`src/rtl/csr_tohost_drain.sv`:
```
// csr_tohost_drain: snoops CSR writes from the execute stage and captures every
// write to the tohost CSR. Captured values are queued in a small circular FIFO
// and drained over a valid/ready handshake. The first nonzero write latches a
// riscv-tests style pass/fail verdict.
module csr_tohost_drain #(
  parameter int          DWIDTH   = 32,
  parameter int          DEPTH    = 4,
  parameter logic [11:0] CSR_ADDR = 12'h51E,
  parameter int          CWIDTH   = 16
) (
  input  logic              clk,
  input  logic              rst_n,
  input  logic              csr_we,
  input  logic [11:0]       csr_addr,
  input  logic [DWIDTH-1:0] csr_data_in,
  output logic              host_valid,
  input  logic              host_ready,
  output logic [DWIDTH-1:0] host_data,
  output logic              done,
  output logic              pass,
  output logic [DWIDTH-2:0] fail_code,
  output logic              overflow,
  output logic [CWIDTH-1:0] wr_count
);

  localparam int              PW       = (DEPTH > 1) ? $clog2(DEPTH) : 1;
  localparam logic [PW:0]     OCC_FULL = (PW+1)'(DEPTH);
  localparam logic [DWIDTH-1:0] ONE    = DWIDTH'(1);

  logic [DWIDTH-1:0] mem [DEPTH];
  logic [PW-1:0]     rd_ptr;
  logic [PW-1:0]     wr_ptr;
  logic [PW:0]       occ;

  logic capture;
  logic pop;
  logic full;
  logic push;
  logic drop;

  // Saturating increment so the counter sticks at all-ones instead of wrapping.
  function automatic logic [CWIDTH-1:0] sat_inc(input logic [CWIDTH-1:0] cnt);
    sat_inc = (&cnt) ? cnt : cnt + CWIDTH'(1);
  endfunction

  // A value of 1 means pass; anything else carries the failing test number
  // in the upper bits, with bit 0 being the "done" marker of the convention.
  function automatic logic [DWIDTH-2:0] fail_of(input logic [DWIDTH-1:0] data);
    fail_of = (data == ONE) ? '0 : data[DWIDTH-1:1];
  endfunction

  // Event decode: a capture into a full FIFO survives only if the head leaves
  // on the same edge, otherwise it is dropped and flagged.
  always_comb begin
    capture = csr_we && (csr_addr == CSR_ADDR);
    full    = (occ == OCC_FULL);
    pop     = (occ != '0) && host_ready;
    push    = capture && (!full || pop);
    drop    = capture && full && !pop;
  end

  assign host_valid = (occ != '0);
  assign host_data  = mem[rd_ptr];

  // FIFO storage, pointers, occupancy, overflow flag and accepted-write counter.
  always_ff @(posedge clk or negedge rst_n) begin
    if (!rst_n) begin
      rd_ptr   <= '0;
      wr_ptr   <= '0;
      occ      <= '0;
      overflow <= 1'b0;
      wr_count <= '0;
      for (int i = 0; i < DEPTH; i++) begin
        mem[i] <= '0;
      end
    end else begin
      if (push) begin
        mem[wr_ptr] <= csr_data_in;
        wr_ptr      <= wr_ptr + PW'(1);
        wr_count    <= sat_inc(wr_count);
      end
      if (pop) begin
        rd_ptr <= rd_ptr + PW'(1);
      end
      if (push && !pop) begin
        occ <= occ + (PW+1)'(1);
      end else if (pop && !push) begin
        occ <= occ - (PW+1)'(1);
      end
      if (drop) begin
        overflow <= 1'b1;
      end
    end
  end

  // Verdict latch: the first nonzero capture (kept or dropped) decides it,
  // after which it is frozen until reset.
  always_ff @(posedge clk or negedge rst_n) begin
    if (!rst_n) begin
      done      <= 1'b0;
      pass      <= 1'b0;
      fail_code <= '0;
    end else if (capture && !done && (csr_data_in != '0)) begin
      done      <= 1'b1;
      pass      <= (csr_data_in == ONE);
      fail_code <= fail_of(csr_data_in);
    end
  end

endmodule

```
`config.mk`:
```
export PLATFORM = sky130hd
export DESIGN_NAME = csr_tohost_drain
export DESIGN_NICKNAME = d
export VERILOG_FILES = /design/src/rtl/csr_tohost_drain.sv
export SDC_FILE = /design/constraint.sdc
export NUM_CORES = 1
export LEC_CHECK = 0
export CAP_MARGIN = 5
export CORE_MARGIN = 5
export CORE_UTILIZATION = 51
export CTS_BUF_LIST = sky130_fd_sc_hd__clkbuf_2
export CTS_CLUSTER_SIZE = 28
export DETAILED_ROUTE_END_ITERATION = 8
export PLACE_DENSITY = 0.78
export REMOVE_ABC_BUFFERS = 1
export SYNTH_ARGS = -nofsm -noshare
export SYNTH_HDL_FRONTEND = slang
export SYNTH_SLANG_ARGS = --single-unit
export TNS_END_PERCENT = 30
```
`constraint.sdc`:
```
create_clock -name clk -period 2.2 [get_ports clk]
set_input_delay 0.33 -clock clk [delete_from_list [all_inputs] [get_ports clk]]
set_output_delay 0.33 -clock clk [all_outputs]
set_load 0.1 [all_outputs]
```
## Word-level counts from Yosys, hierarchy flattened

Index checks and enable logic that the tools add are counted.

| word-level totals | value |
|---|---|
| bits in registers | 185 |
| output and inout port bits | 83 |
| logic and storage cells | 55 |

| cells by class | value |
|---|---|
| add/sub/neg operators | 5 |
| magnitude comparators | 3 |
| equal/unequal tests | 3 |
| mux-type cells | 9 |
| bitwise gates (word level) | 3 |
| reductions and logical operators | 20 |

Operator list:

| kind | count |
|---|---|
| $bwmux 128 | 1 |
| $mux 32 | 3 |
| $bmux 32 s2 | 1 |
| $demux 32 s2 | 1 |
| $eq 32x1->1 const B | 1 |
| $reduce_bool 32->1 | 1 |
| $mux 31 | 1 |
| $add 16x1->16 const B | 1 |
| $reduce_and 16->1 | 1 |
| $eq 12x11->1 const B | 1 |
| $logic_and 1x1->1 | 10 |
| $ge 3x3->1 const B | 2 |
| $mux 3 | 2 |
| $not 2->3 | 2 |
| $add 2x1->2 const B | 2 |
| $logic_not 1->1 | 4 |
| $add 3x1->3 const B | 1 |
| $eq 3x3->1 const B | 1 |
| $lt 3x1->1 const B | 1 |
| $reduce_bool 3->1 | 1 |
| $sub 3x1->3 const B | 1 |
| $reduce_and 2->1 | 1 |
| $reduce_bool 2->1 | 1 |
| $logic_or 1x1->1 | 1 |
| $not 1->1 | 1 |

## Depth between registers and ports, before layout

| logic depth | value |
|---|---|
| word-level depth | 8 |
| depth in mapped cells | 10 |
| depth with buffers taken out | 9 |

## Worst setup path after synthesis

Ideal clock, no wire load.

| timing | value |
|---|---|
| path type | reg2reg |
| start point | register wr_count[0] |
| end point | register wr_count[11] |
| setup time | 159 ps |
| arrival | 2,469 ps |
| data required time | 2,041 ps |
| path slack | -429 ps |
| stages on the path, launching flop included | 8 |
| path buffers | 1 |
| clock period less this slack | 2,629 ps |
| cell sequence | dfrtp_1 ha_1 nand3_1 nor3_1 a311oi_2 buf_4 nand3_1 xnor2_1 |

| on the way | value |
|---|---|
| word-level cells in the longest chain between the ends | 3 |

Ends and longest elaborated chain:

| what | RTL line | RTL |
|---|---|---|
| start: declaration | 23 | `output logic [CWIDTH-1:0] wr_count` |
| start signal: assignment | 80 | `wr_count <= sat_inc(wr_count);` |
| parallel branches: the longest is 3 deep, another holds $add 16x1->16 | n/a |  |

Parallel ways; which one is timed is not known.
A chain may end at the register's enable or synchronous reset.

## Final worst setup path

| timing | value |
|---|---|
| start point | register rd_ptr[0] |
| end point | output host_data[4] |

| on the way | value |
|---|---|
| word-level cells in the longest chain between the ends | 4 |

Ends and longest elaborated chain:

| what | RTL line | RTL |
|---|---|---|
| start: declaration | 31 | `logic [PW-1:0] rd_ptr;` |
| start signal: assignment | 83 | `rd_ptr <= rd_ptr + PW'(1);` |
| $not 2->3 (not written as such) | 63 | `assign host_data = mem[rd_ptr];` |
| $bmux 32 s2 | 63 |  |
| $mux 32 (not written as such) (2 in series) | 63 |  |
| end: declaration | 18 | `output logic [DWIDTH-1:0] host_data,` |

Every way passes these cells. The select of a mux whose other input is x is not followed.

==> metrics.txt <==
maximum number of pins on one net before global-route repair=69; status=finished with violations; clock tree from TritonCTS=built; Cell variety after synth=43; fraction of power consumed by sequential logic=54.2%; number of flops mapped to enable cells by yosys=0; Crit Path Category=flip-flop to output pin; NetSw=1.92 mW; clock input transition at the sequential cells of the worst setup and hold paths=0.25 ns; maximum fanout count along the critical path=6; most frequent cells after synthesis=185 x sky130_fd_sc_hd__dfrtp_1, 90 x sky130_fd_sc_hd__mux2_4, 42 x sky130_fd_sc_hd__mux2_2, 32 x sky130_fd_sc_hd__mux4_2, 30 x sky130_fd_sc_hd__a22o_1; Slew Limit Fails=0; routed via count divided by cell count=5.54; worst setup skew after layout=0.0415 ns; combinational share of power=21.9%; cell taking the most area after synthesis=sky130_fd_sc_hd__dfrtp_1; number of nets still failing antenna checks after routing=0; residual DRC count=0; quantity of I/O buffers inserted on ports=130; Mean Syn Cell Area=16.8 sq um; # diodes=0; clock latency of the later-clocked register in the worst-skew pair=0.77 ns; post-detailed-routing wire length=19600 um; Core Box Area=16400 sq um; final setup slack of the worst path=-0.377 ns; synth top area cells=sky130_fd_sc_hd__dfrtp_1 55%, sky130_fd_sc_hd__mux2_4 16%, sky130_fd_sc_hd__mux4_2 8.5%; Top Ports=131; height of the die=139 um; total CTS buffers=17; clock net sink count=185; actual transition at the worst max-transition pin=0.630 ns; cell internal power dissipation=4.59 mW; Warnings, synthesis=0; worst slew slack as a fraction of its limit=57.6%; number of global-route vias before repair=5798; type of the worst min-delay path=input port to asynchronous set/reset pin; signed area change from the synthesized netlist to the final layout=29.6%; Placement Setup Slack=-0.478 ns; antenna violations before repair=0; number of failing setup endpoints in the final timing report=32; fraction of final layout cells sized beyond drive strength 1=51.8%; violated checks=setup timing; share of synthesized registers carrying an async set or reset=100%; floorplan die area=19300 sq um; cell row count=47; worst endpoint data arrival time=2.25 ns; summed area of non-filler cells in the final layout=11000 sq um; global-route wire length before repair=31800 um; IR Drop Worst-Case VDD=0.382 mV; net switching share of the total power=29.5%; instance area after placement=10600 sq um; Cells after Synth=503; CTS Buffer Depth=2; Setup crit end kind=output pin; detailed-route via count=5174; number of DRC markers in iteration 0=267; cell chosen for the clock root=sky130_fd_sc_hd__clkbuf_2; flop and latch count out of synthesis=185; cell with the most instances after synthesis=sky130_fd_sc_hd__dfrtp_1; GRT Resource Usage Total=20.7%; upper clock frequency limit=0.388 GHz; ratio of final minimum period to clock period=117%; Power per Cell Area=594 nW/um^2; proportion of netlist area held by the largest area contributor=54.7%; gpl congestion=0.755; RSZ-0062 raised after global routing=true; clock period minus final worst setup slack=2.58 ns; dominant register cell in the synthesized netlist=sky130_fd_sc_hd__dfrtp_1; post-synth design cell area=8460 sq um; die width=139 um; maxcap violations=0; static leakage=5.57 nW; starting utilization of the core area=51.5%; total number of nets in the final design=756; fraction of power consumed by the clock network=23.9%; wire per inst=21.0 um; worst hold margin=0.0524 ns; post-detail-place hpwl=13700 um; GRT overflow=0; Worst EP required=1.87 ns; crit start category=flip-flop; first-pass iteration count of the detailed router=4; count of H-tree levels built during CTS=4; sequential-to-total area share from yosys stat=54.7%; Design Power=6.51 mW; final count of hold timing violations=0
## registers in the layout (all words and copies together), names as in the netlist
register / count
wr_count: 16
done: 1
rd_ptr: 2
occ: 3
wr_ptr: 2
pass: 1
mem: 128
fail_code: 31
overflow: 1
## layout make-up
type	instances	area [sq um]
Sequential cell	185	4630
Fill cell	1123	5450
Inverter	5	18.8
Multi-Input combinational cell	286	3540
Timing Repair Buffer	206	2290
Clock inverter	12	103
Tap cell	220	275
Clock buffer	20	100
## final timing paths
check                           start      endpoint  slack [ns]  depth (start not counted)
min reg2reg                    occ[2]        occ[2]        0.51                          1
max in group asynchronous       rst_n     rd_ptr[1]        1.17                          3
min in group clk           host_ready     rd_ptr[1]        0.18                          3
max                         rd_ptr[0]  host_data[4]       -0.38                          4
max reg2reg                    occ[1]        occ[2]        0.11                          8
min                             rst_n      mem[127]        0.05                          2
## layout by cell type, fill, tap and decap left out, drive strengths merged, types with 3 or more instances in the layout
cell type        n
clkinvlp         3
clkinv           7
nor4             7
mux4            32
nor3             3
clkbuf          21
a22o            30
inv              6
xor2             3
dfrtp          185
ha               6
mux2           132
nand4            7
xnor2           16
clkdlybuf4s50   46
nand2           12
nor2             7
buf            157
nand3           10
## metal layers
layer  share of wire, %  up-vias  routed length, um  track usage (%)
met3                6.2       27               1210             6.52
met5                  0        -                  0                0
met1                 43     2730               8520             26.9
li1                   -     2273                  -                -
met4                1.5        0                304             5.25
met2                 49      144               9620             34.0
## stage by stage
stage                     instances  util (%)  TNS (ns)
final                           934      66.8    -11.43
after detailed placement        895      64.7    -29.38
after global routing            934      66.8    -14.79
after CTS                       933      66.5    -13.44
after global placement          895      64.7    -20.30
after floorplan                 476         -    -45.60
## cell families after synthesis
| kind of cell | Yosys count | share of synthesized area, % |
|---|---|---|
| flip-flops | 185 | 54.7 |
| multiplexers | 164 | 30.1 |
| AND/OR/NAND/NOR | 58 | 4.54 |
| AO/OA/AOI/OAI | 38 | 3.92 |
| buffers and inverters | 32 | 3.60 |
| XOR/XNOR | 19 | 1.97 |
| adder cells (fa/ha/maj) | 7 | 1.12 |
## power by group through the flow
| stage | Sequential [mW] | Combinational (mW) | Clock [mW] |
|---|---|---|---|
| floorplan | 3.79 | 0.424 | 0 |
| global placement | 3.57 | 1.16 | 0 |
| detailed placement | 3.58 | 1.17 | 0 |
| CTS | 3.52 | 1.37 | 1.61 |
| global route | 3.54 | 1.51 | 1.73 |
| finish | 3.53 | 1.43 | 1.56 |
## worst max-delay path, cell delays in order, from the launching register on
cell                      delay [ns]
sky130_fd_sc_hd__dfrtp_2        0.45
sky130_fd_sc_hd__buf_6          0.15
sky130_fd_sc_hd__buf_16         0.15
sky130_fd_sc_hd__mux4_2         0.55
sky130_fd_sc_hd__buf_12         0.19
## repair_timing
item                                    4_1_cts  5_1_grt
endpoints found under the hold margin       183        0
hold buffers                                  2        0
resized for setup                             3        5
gates cloned                                  2        1
buffers inserted                              2        0
endpoints found under the setup margin       33       34
Power figures use the tool's default switching activity.
==> RTL change 1, RTL diff (same flow settings) <==
Put one more register stage on the output `wr_count`, with the module's reset. The value now appears one clock later. The other outputs are not delayed to match.
--- a/src/rtl/csr_tohost_drain.sv
+++ b/src/rtl/csr_tohost_drain.sv
@@ -26,6 +26,8 @@
   localparam int              PW       = (DEPTH > 1) ? $clog2(DEPTH) : 1;
   localparam logic [PW:0]     OCC_FULL = (PW+1)'(DEPTH);
   localparam logic [DWIDTH-1:0] ONE    = DWIDTH'(1);
+
+  logic [CWIDTH-1:0] wr_count_s0;
 
   logic [DWIDTH-1:0] mem [DEPTH];
   logic [PW-1:0]     rd_ptr;
@@ -69,7 +71,7 @@
       wr_ptr   <= '0;
       occ      <= '0;
       overflow <= 1'b0;
-      wr_count <= '0;
+      wr_count_s0 <= '0;
       for (int i = 0; i < DEPTH; i++) begin
         mem[i] <= '0;
       end
@@ -77,7 +79,7 @@
       if (push) begin
         mem[wr_ptr] <= csr_data_in;
         wr_ptr      <= wr_ptr + PW'(1);
-        wr_count    <= sat_inc(wr_count);
+        wr_count_s0 <= sat_inc(wr_count_s0);
       end
       if (pop) begin
         rd_ptr <= rd_ptr + PW'(1);
@@ -107,5 +109,13 @@
     end
   end
 
+  always_ff @(posedge clk or negedge rst_n) begin
+    if (!rst_n) begin
+      wr_count <= '0;
+    end else begin
+      wr_count <= wr_count_s0;
+    end
+  end
+
 endmodule
 
Check against the original RTL: not equivalent (a bounded check fails within 4 cycles, from zero or initial values and one cycle with rst_n low).
==> RTL change 1 against the unedited design <==
The run still ends with setup timing left; sequential cell count increased by 16; setup slack gained 0.083 ns; via count grew 7.3%; combinational power grew 9%; final area rose by 4.8%; count of clock-buffer cells in the layout grew 47; total power grew 21%; critical path depth did not move; synthesized area up 1.4%; routed wire length rose by 2.9%; largest cell class unchanged.
==> RTL change 1: results (changes against the unedited design) <==
Run status
  • Outcome: finished, violations left
  • Failing checks: setup timing

Worst setup path
  • RR Endpoint: occ[1]
  • Worst r2r path cells: 6 (-2)

Power and ir drop
  • Comb. pwr: 0.00156 W (+9%)
  • Power, Total: 0.00788 W (+21%)
  • Clk pwr: 0.00253 W (+62%)
  • Lkg Pwr: 5.88 nW (+5.6%)

Placement
  • HPWL after DPL: 13.4 mm (-1.7%)
  • Final Wtd Congestion: 0.741 (-1.9%)
  • Pre-CTS setup slack: -0.643 ns (-0.165 ns)

Layout
  • Multi-input gate area: 3330 µm² (-5.9%)
  • Top flop regs: mem x128, fail_code x31
  • Layout cells sized above 1: 52.1% (+0.27 points)
  • Final cell count without fillers: 1011 (+8.2%)
  • Final #Nets: 813 (+7.5%)

Global route
  • Largest net degree at the start of global routing: 65 (-5.8%)
  • GR Util All Layers: 20.6% (-0.068 points)
  • First-pass GRT wire length: 32.6 mm (+2.7%)
  • Vias in the first global route: 6258 (+7.9%)

Yosys
  • Xor-xnor portion of the synthesized cell area: 1.63% (-0.33 points)
  • Synth Area in Compound Gates: 3.90% (-0.025 points)
  • Mux cell area share after synthesis: 27.3% (-2.8 points)
  • Adder-Cell Fraction of Synth Area: 1.11% (-0.016 points)
  • Seq/Total Area, Yosys: 58.7% (+3.9 points)

Detailed routing
  • Routed vias/inst: 5.49 (-0.85%)
  • WL final: 20.2 mm (+2.9%)

Timing
  • Final count of negative-setup-slack endpoints: 33 (+3.1%)
  • Final setup margin: -0.293 ns (+0.0832 ns)
  • Setup TNS: -8.55 ns (+2.88 ns)
  • Hold_ws: 0.115 ns (+0.0624 ns)
  • Slew HR: 66.8% (+9.2 points)

CTS
  • Htree depth: 2 (-2)
  • CTS buffer count: 51 (+34)
RTL change 1: timing repair:
action                                  in CTS  in global routing
buffers inserted                             2                  3
gates resized for setup                      7                  6
pin swaps                                    0                  1
endpoints found under the setup margin      79                 35
hold buffers                                 1                  0
cloned                                       0                  3
hold endpoints to repair                   189                  0
RTL change 1: worst max path at each step:
stage	start	end
finish	rd_ptr[0]	host_data[25]
CTS	rd_ptr[0]	host_data[0]
global placement	csr_addr[5]	occ[2]
floorplan	csr_addr[5]	fail_code[0]
global route	rd_ptr[0]	host_data[27]
detailed placement	csr_addr[5]	occ[2]
RTL change 1: metal layers:
metal  track usage, %  vias to the layer above  routed length [µm]
li1                 -                     2460                   -
met1             26.4                     2881                8330
met2             35.0                      176               10300
met3             5.21                       36                1190
met4             5.92                        0                 380
met5                0                        -                   0
RTL change 1: final cells by class:
class	count	area share (%)
flip-flops and latches	201	43.8
multi-input cells	291	29.0
repair buffers	210	20.7
clock buffers	67	2.92
well taps	220	2.40
clock inverters	19	1.10
inverters	3	0.0980
==> RTL change 2, RTL diff (same flow settings) <==
Without the edit above. Change the parameter `DEPTH` from 4 to 8.
--- a/src/rtl/csr_tohost_drain.sv
+++ b/src/rtl/csr_tohost_drain.sv
@@ -4,7 +4,7 @@
 // riscv-tests style pass/fail verdict.
 module csr_tohost_drain #(
   parameter int          DWIDTH   = 32,
-  parameter int          DEPTH    = 4,
+  parameter int          DEPTH    = 8,
   parameter logic [11:0] CSR_ADDR = 12'h51E,
   parameter int          CWIDTH   = 16
 ) (
Function: changed (Yosys sat finds a counterexample within 10 cycles, from zero or initial values and one cycle with rst_n low).
==> RTL change 2 against the unedited design <==
The run still ends with setup timing left; synthesized area grew 69%; clock skew is 0.0053 ns higher; final area rose by 66%; combinational power increased by 110%; hold slack gained 0.072 ns; sequential cell count up 131; routed wire length grew 69%; setup slack got worse by 0.40 ns; total power grew 97%; critical endpoint is now host_data[27]; highest routed layer unchanged.
==> RTL change 2: results (changes against the unedited design) <==
Run status
  • Outcome: finished, violations left
  • Failing checks: setup timing

CTS
  • Post-CTS Setup Bufs: 1 (-1)
  • Htree depth: 3 (-1)
  • Max clock buf depth: 3 (+1)
  • CTS buffer count: 83 (+66)

Layout
  • Non-clk buf share: 16.1% (-4.8 points)
  • Final #Nets: 1213 (+60%)
  • Top flop regs: mem x256, fail_code x31, wr_count x16
  • Fraction of area in registers: 43.5% (+1.3 points)
  • Clk tree area frac: 3.89% (+2.0 points)
  • Multi-input gate area: 6150 µm² (+74%)
  • Layout cells sized above 1: 52.1% (+0.31 points)
  • Multi-input combinational area share: 33.8% (+1.6 points)
  • Non-clock buffers: 254 (+23%)
  • Multi-input gates: 502 (+76%)
  • Fillers: 1996 (+78%)

Detailed routing
  • Met3 WL: 1.38 mm (+14%)
  • Routed vias/inst: 5.45 (-1.6%)
  • WL final: 33.1 mm (+69%)
  • Met2 Wirelength: 16.9 mm (+75%)
  • Routed vias: 8709 (+68%)

Global route
  • First-pass GRT wire length: 53.3 mm (+68%)
  • GR Util met2: 36.0% (+2.0 points)
  • GR Util All Layers: 21.6% (+0.95 points)
  • M3 GR Usage: 4.14% (-2.4 points)
  • Vias in the first global route: 9829 (+70%)
  • Initial antenna violation count: 1 (+1)

Power and ir drop
  • Worst vdd ir: 435 µV (+14%)
  • Cell-internal power: 0.00889 W (+94%)
  • Lkg Pwr: 9.22 nW (+66%)

Placement
  • Pre-CTS setup slack: -0.474 ns (+0.00423 ns)
  • Placed cells: 1437 (+61%)
  • Post-Place Cell Area: 17100 µm² (+61%)
  • HPWL after DPL: 21.3 mm (+55%)

Yosys
  • Synth Register Bits: 316 (+71%)
  • Mapped Cells: 897 (+78%)
  • Xor-xnor portion of the synthesized cell area: 1.23% (-0.74 points)
  • Unique masters post-synth: 44 (+2.3%)
  • Adder-Cell Fraction of Synth Area: 0.667% (-0.46 points)
  • Synth Area in Compound Gates: 0.412% (-3.5 points)
  • Synth top area cells: dfrtp_1, mux2_2, mux4_2
  • Seq/Total Area, Yosys: 55.4% (+0.68 points)
  • Most frequent cells after synthesis: dfrtp_1, mux2_2, mux2_1
  • Mux cell area share after synthesis: 35.8% (+5.7 points)

Timing
  • Final count of negative-setup-slack endpoints: 33 (+3.1%)
  • Hold_ws: 0.124 ns (+0.0719 ns)
  • Least-Margin Pin Slew: 0.561 ns (-0.0695 ns)
  • Setup TNS: -23.63 ns (-12.20 ns)
  • Fin Clk Skew: 0.0468 ns (+0.00532 ns)
  • Final setup margin: -0.772 ns (-0.396 ns)

Worst setup path
  • RR Endpoint: occ[3]
  • Reg2reg setup slack: 0.05 ns (-0.06 ns)
  • Setup crit end: host_data[27]
-- RTL change 2: cell types whose count changed after synthesis, sizes merged, moves of 4 or more --
cell / unedited run / this run
mux2: 132 / 326
dfrtp: 185 / 316
mux4: 32 / 64
buf: 22 / 53
a22o: 30 / 0
clkbuf: 5 / 25
inv: 5 / 1
nor3: 3 / 7
-- RTL change 2: cell families after synthesis --
| kind of cell | Yosys count |
|---|---|
| fa+ha+maj | 7 |
| buf+inv | 79 |
| flops | 316 |
| simple gates | 77 |
| compound gates | 8 |
| xor+xnor | 20 |
| mux | 390 |
-- RTL change 2: power groups by stage --
stage / logic, W / registers [W] / clock network, W
after floorplan: 0.000835 / 0.00654 / 0
after global placement: 0.00241 / 0.00612 / 0
after detailed placement: 0.00244 / 0.00612 / 0
after CTS: 0.00256 / 0.00601 / 0.00400
after global routing: 0.00315 / 0.00602 / 0.00434
final: 0.00297 / 0.00601 / 0.00386
